<file path="src/rtl/uart_inst_loader_pkg.sv">
// Shared types and constants for the UART instruction loader.
package loader_pkg;

  // Loader FSM encoding.
  typedef enum logic [1:0] {
    ST_COLLECT = 2'd0,
    ST_WRITE   = 2'd1,
    ST_DONE    = 2'd2
  } state_t;

  // Word that terminates a program load.
  localparam logic [31:0] END_WORD_DEFAULT = 32'hFFFF_FFFF;

  // Reference clock and line rate the default gap timeout is sized for.
  localparam int unsigned CLK_HZ  = 50_000_000;
  localparam int unsigned BAUD    = 9_600;

  // One 10-bit UART frame at 9600 baud is ~52k cycles at 50 MHz;
  // 200k cycles (~4 ms) leaves margin for slow senders.
  localparam int unsigned GAP_CYCLES_DEFAULT = 200_000;

  // Place a byte into the little-endian lane selected by lane.
  function automatic logic [31:0] insert_byte(input logic [31:0] word,
                                              input logic [1:0]  lane,
                                              input logic [7:0]  b);
    logic [31:0] r;
    r = word;
    case (lane)
      2'd0:    r[7:0]   = b;
      2'd1:    r[15:8]  = b;
      2'd2:    r[23:16] = b;
      default: r[31:24] = b;
    endcase
    return r;
  endfunction

endpackage

</file>
<file path="src/rtl/uart_inst_loader_gap_timer.sv">
// Inter-byte gap timer: counts up from a load while enabled, saturates at
// the terminal count and flags expiry while enabled at that count.
module gap_timer #(
  parameter int unsigned GAP_CYCLES = 200_000
) (
  input  logic clk,
  input  logic resetn,
  input  logic load_i,
  input  logic en_i,
  output logic expired_o
);

  localparam int unsigned CW = $clog2(GAP_CYCLES + 1);
  localparam logic [CW-1:0] TC = CW'(GAP_CYCLES - 1);

  logic [CW-1:0] cnt_q, cnt_d;

  // Next count: load restarts from zero, otherwise count up and hold at TC.
  always_comb begin
    cnt_d = cnt_q;
    if (load_i) begin
      cnt_d = '0;
    end else if (en_i && (cnt_q != TC)) begin
      cnt_d = cnt_q + CW'(1);
    end
  end

  // Counter register.
  always_ff @(posedge clk or negedge resetn) begin
    if (!resetn) begin
      cnt_q <= '0;
    end else begin
      cnt_q <= cnt_d;
    end
  end

  assign expired_o = en_i && !load_i && (cnt_q == TC);

endmodule

</file>
<file path="src/rtl/uart_inst_loader.sv">
// UART instruction loader: assembles little-endian 32-bit words from a byte
// stream and writes them to consecutive instruction-memory addresses until
// the terminator word arrives or memory is full.
//
//   state      | meaning
//   -----------+-------------------------------------------------------
//   ST_COLLECT | gathering bytes of the next word (byte_cnt = held bytes)
//   ST_WRITE   | full word held; write it, finish on terminator or full
//   ST_DONE    | load finished; only reset leaves this state
module uart_inst_loader
  import loader_pkg::*;
#(
  parameter int unsigned ADDR_W     = 8,
  parameter int unsigned GAP_CYCLES = GAP_CYCLES_DEFAULT,
  parameter logic [31:0] END_WORD   = END_WORD_DEFAULT
) (
  input  logic              clk,
  input  logic              resetn,
  input  logic              uart_rx_valid,
  input  logic [7:0]        uart_rx_data,
  input  logic              uart_rx_break,
  output logic              imem_wr_en,
  output logic [ADDR_W-1:0] imem_wr_addr,
  output logic [31:0]       imem_wr_data,
  output logic              write_done,
  output logic              overflow,
  output logic [1:0]        byte_cnt
);

  localparam logic [ADDR_W-1:0] LAST_ADDR = '1;

  logic [1:0]        rst_sync_q;
  logic              run;
  state_t            state_q, state_d;
  logic [1:0]        cnt_q, cnt_d;
  logic [31:0]       part_q, part_d;
  logic [31:0]       data_q, data_d;
  logic [ADDR_W-1:0] addr_q, addr_d;
  logic              full_q, full_d;
  logic              done_q, done_d;
  logic              ovf_q, ovf_d;
  logic              wr_en;
  logic              tmr_load, tmr_en, tmr_expired;

  // Reset release is synchronised; assertion still clears everything at once.
  always_ff @(posedge clk or negedge resetn) begin
    if (!resetn) begin
      rst_sync_q <= 2'b00;
    end else begin
      rst_sync_q <= {rst_sync_q[0], 1'b1};
    end
  end

  assign run = rst_sync_q[1];

  assign tmr_load = run && (state_q != ST_DONE) && (uart_rx_valid || uart_rx_break);
  assign tmr_en   = run && (state_q == ST_COLLECT) && (cnt_q != 2'd0);

  gap_timer #(
    .GAP_CYCLES(GAP_CYCLES)
  ) u_gap_timer (
    .clk      (clk),
    .resetn   (resetn),
    .load_i   (tmr_load),
    .en_i     (tmr_en),
    .expired_o(tmr_expired)
  );

  // Next-state and write-strobe logic; everything holds until run is set.
  always_comb begin
    state_d = state_q;
    cnt_d   = cnt_q;
    part_d  = part_q;
    data_d  = data_q;
    addr_d  = addr_q;
    full_d  = full_q;
    done_d  = done_q;
    ovf_d   = ovf_q;
    wr_en   = 1'b0;
    if (run) begin
      case (state_q)
        ST_COLLECT: begin
          if (uart_rx_break) begin
            cnt_d  = 2'd0;
            part_d = '0;
          end else if (uart_rx_valid) begin
            if (cnt_q == 2'd3) begin
              data_d  = insert_byte(part_q, cnt_q, uart_rx_data);
              part_d  = '0;
              cnt_d   = 2'd0;
              state_d = ST_WRITE;
            end else begin
              part_d = insert_byte(part_q, cnt_q, uart_rx_data);
              cnt_d  = cnt_q + 2'd1;
            end
          end else if (tmr_expired) begin
            cnt_d  = 2'd0;
            part_d = '0;
          end
        end
        ST_WRITE: begin
          state_d = ST_COLLECT;
          if (data_q == END_WORD) begin
            done_d  = 1'b1;
            state_d = ST_DONE;
          end else if (full_q) begin
            ovf_d   = 1'b1;
            done_d  = 1'b1;
            state_d = ST_DONE;
          end else begin
            wr_en = 1'b1;
            if (addr_q == LAST_ADDR) begin
              full_d = 1'b1;
            end else begin
              addr_d = addr_q + ADDR_W'(1);
            end
          end
          // A byte landing during the write starts the next word.
          if ((state_d == ST_COLLECT) && uart_rx_valid && !uart_rx_break) begin
            part_d = {24'h0, uart_rx_data};
            cnt_d  = 2'd1;
          end
        end
        ST_DONE: begin
          state_d = ST_DONE;
        end
        default: begin
          state_d = ST_COLLECT;
        end
      endcase
    end
  end

  // State and datapath registers.
  always_ff @(posedge clk or negedge resetn) begin
    if (!resetn) begin
      state_q <= ST_COLLECT;
      cnt_q   <= 2'd0;
      part_q  <= '0;
      data_q  <= '0;
      addr_q  <= '0;
      full_q  <= 1'b0;
      done_q  <= 1'b0;
      ovf_q   <= 1'b0;
    end else begin
      state_q <= state_d;
      cnt_q   <= cnt_d;
      part_q  <= part_d;
      data_q  <= data_d;
      addr_q  <= addr_d;
      full_q  <= full_d;
      done_q  <= done_d;
      ovf_q   <= ovf_d;
    end
  end

  assign imem_wr_en   = wr_en;
  assign imem_wr_addr = addr_q;
  assign imem_wr_data = data_q;
  assign write_done   = done_q;
  assign overflow     = ovf_q;
  assign byte_cnt     = cnt_q;

endmodule
</file>
<file path="config.mk">
export PLATFORM = sky130hd
export DESIGN_NAME = uart_inst_loader
export DESIGN_NICKNAME = d
export VERILOG_FILES = /design/src/rtl/uart_inst_loader_pkg.sv /design/src/rtl/uart_inst_loader_gap_timer.sv /design/src/rtl/uart_inst_loader.sv
export SDC_FILE = /design/constraint.sdc
export NUM_CORES = 1
export LEC_CHECK = 0
export ABC_AREA = 1
export BUFFER_PORTS_ARGS = -buffer_cell sky130_fd_sc_hd__buf_2
export CAP_MARGIN = 5
export CORE_AREA = 4 4 139 141
export CTS_CLUSTER_SIZE = 20
export DETAILED_ROUTE_END_ITERATION = 10
export DIE_AREA = 0 0 143 145
export GPL_TIMING_DRIVEN = 0
export PLACE_DENSITY_LB_ADDON = 0.15
export REMOVE_ABC_BUFFERS = 1
export SYNTH_ARGS = -nofsm -noshare
export SYNTH_HDL_FRONTEND = slang
export SYNTH_HIERARCHICAL = 1
export SYNTH_SLANG_ARGS = --single-unit
</file>
<file path="constraint.sdc">
create_clock -name clk -period 2.54 [get_ports clk]
set_input_delay 0.381 -clock clk [delete_from_list [all_inputs] [get_ports clk]]
set_output_delay 0.381 -clock clk [all_outputs]
set_load 0.05 [all_outputs]
</file>
==> metrics.txt <==
post-synthesis async set-or-reset flop share=100%; max-cap violations=0; Area Overhead vs Synth=16.7%; reg2reg end=part_q[4]$_DFFE_PN0P_; Seq cells post-synth=slightly below 100; largest area contributor in the netlist=dfrtp_1; worst reg2reg startpoint=byte_cnt[0]$_DFFE_PN0P_; PwrDens=a little over 600 mW/mm^2; root buf cell=clkbuf_16; Worst Max-Slew Pin Slew=slightly above 0.7 ns; leakage=roughly 3.0 nW; clock slew at reported path FFs=0.07 ns; DPL Wire Length=9060 um; total core area=0.0180 sq mm; full die area=slightly above 0.02 sq mm; I/O Buffers=56; via count=4479; Worst Setup SP=byte_cnt[0]$_DFFE_PN0P_; filler cell count=1919; fin nets=748; Storage cell area=0.00248 sq mm; post-placement cell count=944; highest routed metal layer=met4; max frequency=0.427 GHz; largest net degree at the start of global routing=51; Ys Warns=6; Critical Path End Type=flip-flop; Final Hold Fails=0; Total Wirelength=13900 um; H-tree levels=3; worst clock skew=about 0.0077 ns; DRC=0; Hold Worst Slack=0.0827 ns; Critical Path Fanout Max=17; number of flops mapped to enable cells by yosys=0; Met3 Wirelength=578 um; layout cells sized above 1=between 10% and 20%; most frequent cells in the layout=nand2_1, dfrtp_1, nor2_1; total CTS buffers=9; Synth top area share=a little under half; Netlist cell types=36; clock buffer depth=2; setup TNS=0 ns; Synth area leaders=dfrtp_1, nand2_1, o21ai_0; gr ovfl total=0; first-pass GRT wire length=23100 um; CP Class=flip-flop to flip-flop; clk_lat worst skew=0.35 ns; commonest non-fill, non-tap cell in the layout=nand2_1; final setup vio count=0; outcome=complete, no violations; non-filler cells, final=about 960; crit path time final=2.34 ns; ANT cells=0; met2 WL=6040 um; GP Congestion=0.778; Startpoint Class=flip-flop; Ports=57; die height=145 um; average instance area after synthesis=~7.6 sq um; relative slew slack=52.7%; R2R cell count=10; Routed Antenna Nets=0; CTS Sinks=99; critical path arrival=about 2.6 ns; met1 wire length=7010 um; Initial Util=28.8%; Worst VDD drop=290 uV; DIE WIDTH=143 um; Mapped Cells=682; R2R setup slack=around 0.20 ns; CTS tree=done; WP data required=between 2 and 3 ns; DRT iter0 DRCs=256; detailed-route wire length per cell=14.4 um; Synth Cell Area=slightly above 0.005 sq mm; Total GRT Usage=13.9%; Vias/cell=4.65; RSZ-0062 raised after global routing=no; predominant post-synthesis flop cell=dfrtp_1; period utilisation layout=92.1%; TritonRoute pass-1 iters=5; vias in the first global route=~4300; Max Slew Vio Count=0; worst hold path class=input port to asynchronous set/reset pin; footprint of the multi-input gates=0.00243 sq mm; Critical Path Sink=part_q[4]$_DFFE_PN0P_; initial antenna violation count=0; register area share after synthesis=47.8%; Rows=49
-- critical path: stages, from the launching register on --
cell	delay, ns
dfrtp_1	0.42
inv_1	0.10
ha_2	0.31
nor3_4	0.26
inv_1	0.09
nor3_1	0.19
nor2_1	0.15
a21oi_4	0.29
buf_6	0.26
nand3_1	0.10
nand2_1	0.10
-- power by group --
group / internal, mW / switching, mW
combinational: 0.147 / 0.415
clock: 0.797 / 0.608
sequential: 1.65 / 0.0648
total: 2.60 / 1.09
-- sequential cells by signal, summed over array words and instances, names as in the netlist --
signal / cells
part_q: 32
state_q: 2
full_q: 1
imem_wr_data: 32
byte_cnt: 2
imem_wr_addr: 8
overflow: 1
rst_sync_q: 2
write_done: 1
u_gap_timer/cnt_q: 18
-- metal layers --
layer | global-route usage, % | up-vias
met3 | 2.24 | 12
met5 | 0 | -
met1 | 20.1 | 2102
met2 | 20.6 | 85
met4 | 5.37 | 0
li1 | - | 2280
-- per-stage QoR --
step	utilization (%)	total power, mW	cell area (sq um)	worst slack [ns]
after floorplan	-	2.11	5040	-0.576
after global placement	31.2	2.28	5600	-1.13
after detailed placement	31.6	2.30	5670	-1.15
after CTS	33.4	3.74	6000	0.0690
after global routing	33.7	3.88	6050	0.0188
final	33.7	3.69	6050	0.200
-- worst min-delay path by stage --
stage	depth (start not counted)	slack, ns	endpoint	start
2_1_floorplan	0	0.09	byte_cnt[0]$_DFFE_PN0P_	resetn
5_1_grt	1	0.13	part_q[13]$_DFFE_PN0P_	resetn
6_report	1	0.08	part_q[13]$_DFFE_PN0P_	resetn
4_1_cts	1	0.10	part_q[13]$_DFFE_PN0P_	resetn
3_3_place_gp	0	0.33	rst_sync_q[1]$_DFF_PN0_	rst_sync_q[0]$_DFF_PN0_
3_5_place_dp	0	0.33	rst_sync_q[1]$_DFF_PN0_	rst_sync_q[0]$_DFF_PN0_
-- area by class of cell --
type / count / share of cell area, %
clock inverters: 3 / 0.766
flip-flops and latches: 99 / 41.0
inverters: 47 / 2.92
clock buffers: 13 / 4.14
well taps: 229 / 4.74
multi-input cells: 511 / 40.2
repair buffers: 62 / 6.23
-- logic make-up (layout without fill, tap and decap cells) --
group | after synthesis | count (layout) | synth area share [%]
flip-flops | 99 | 99 | 47.8
XOR/XNOR | 13 | 13 | 2.20
AND/OR/NAND/NOR | 397 | 397 | 32.1
buffers and inverters | 73 | 125 | 6.21
other | 1 | 1 | 0.0724
adder cells (fa/ha/maj) | 6 | 6 | 1.45
AO/OA/AOI/OAI | 93 | 94 | 10.1
-- timing repair --
| action | 4_1_cts | 5_1_grt |
|---|---|---|
| gates resized for setup | 4 | 3 |
| buffers inserted | 1 | 2 |
| endpoints found under the setup margin | 43 | 34 |
| cloned | 1 | 0 |
| pin swaps | 1 | 2 |
| hold buffers | 0 | 0 |
-- synth_stat cells (2+ instances only) --
| cell type | count |
|---|---|
| dfrtp_1 | 99 |
| nand3_1 | 59 |
| xor2_1 | 11 |
| nand2_1 | 243 |
| nor2_2 | 2 |
| nand3_2 | 3 |
| nand4_1 | 3 |
| a21oi_1 | 3 |
| clkbuf_1 | 7 |
| buf_2 | 14 |
| o21ai_2 | 5 |
| nor3_1 | 6 |
| ha_1 | 6 |
| inv_2 | 3 |
| o22ai_1 | 8 |
| nand2_4 | 4 |
| o21ai_0 | 70 |
| xnor2_1 | 2 |
| nor2_1 | 72 |
| buf_6 | 4 |
| inv_1 | 43 |
(Power assumes the default switching activity.)
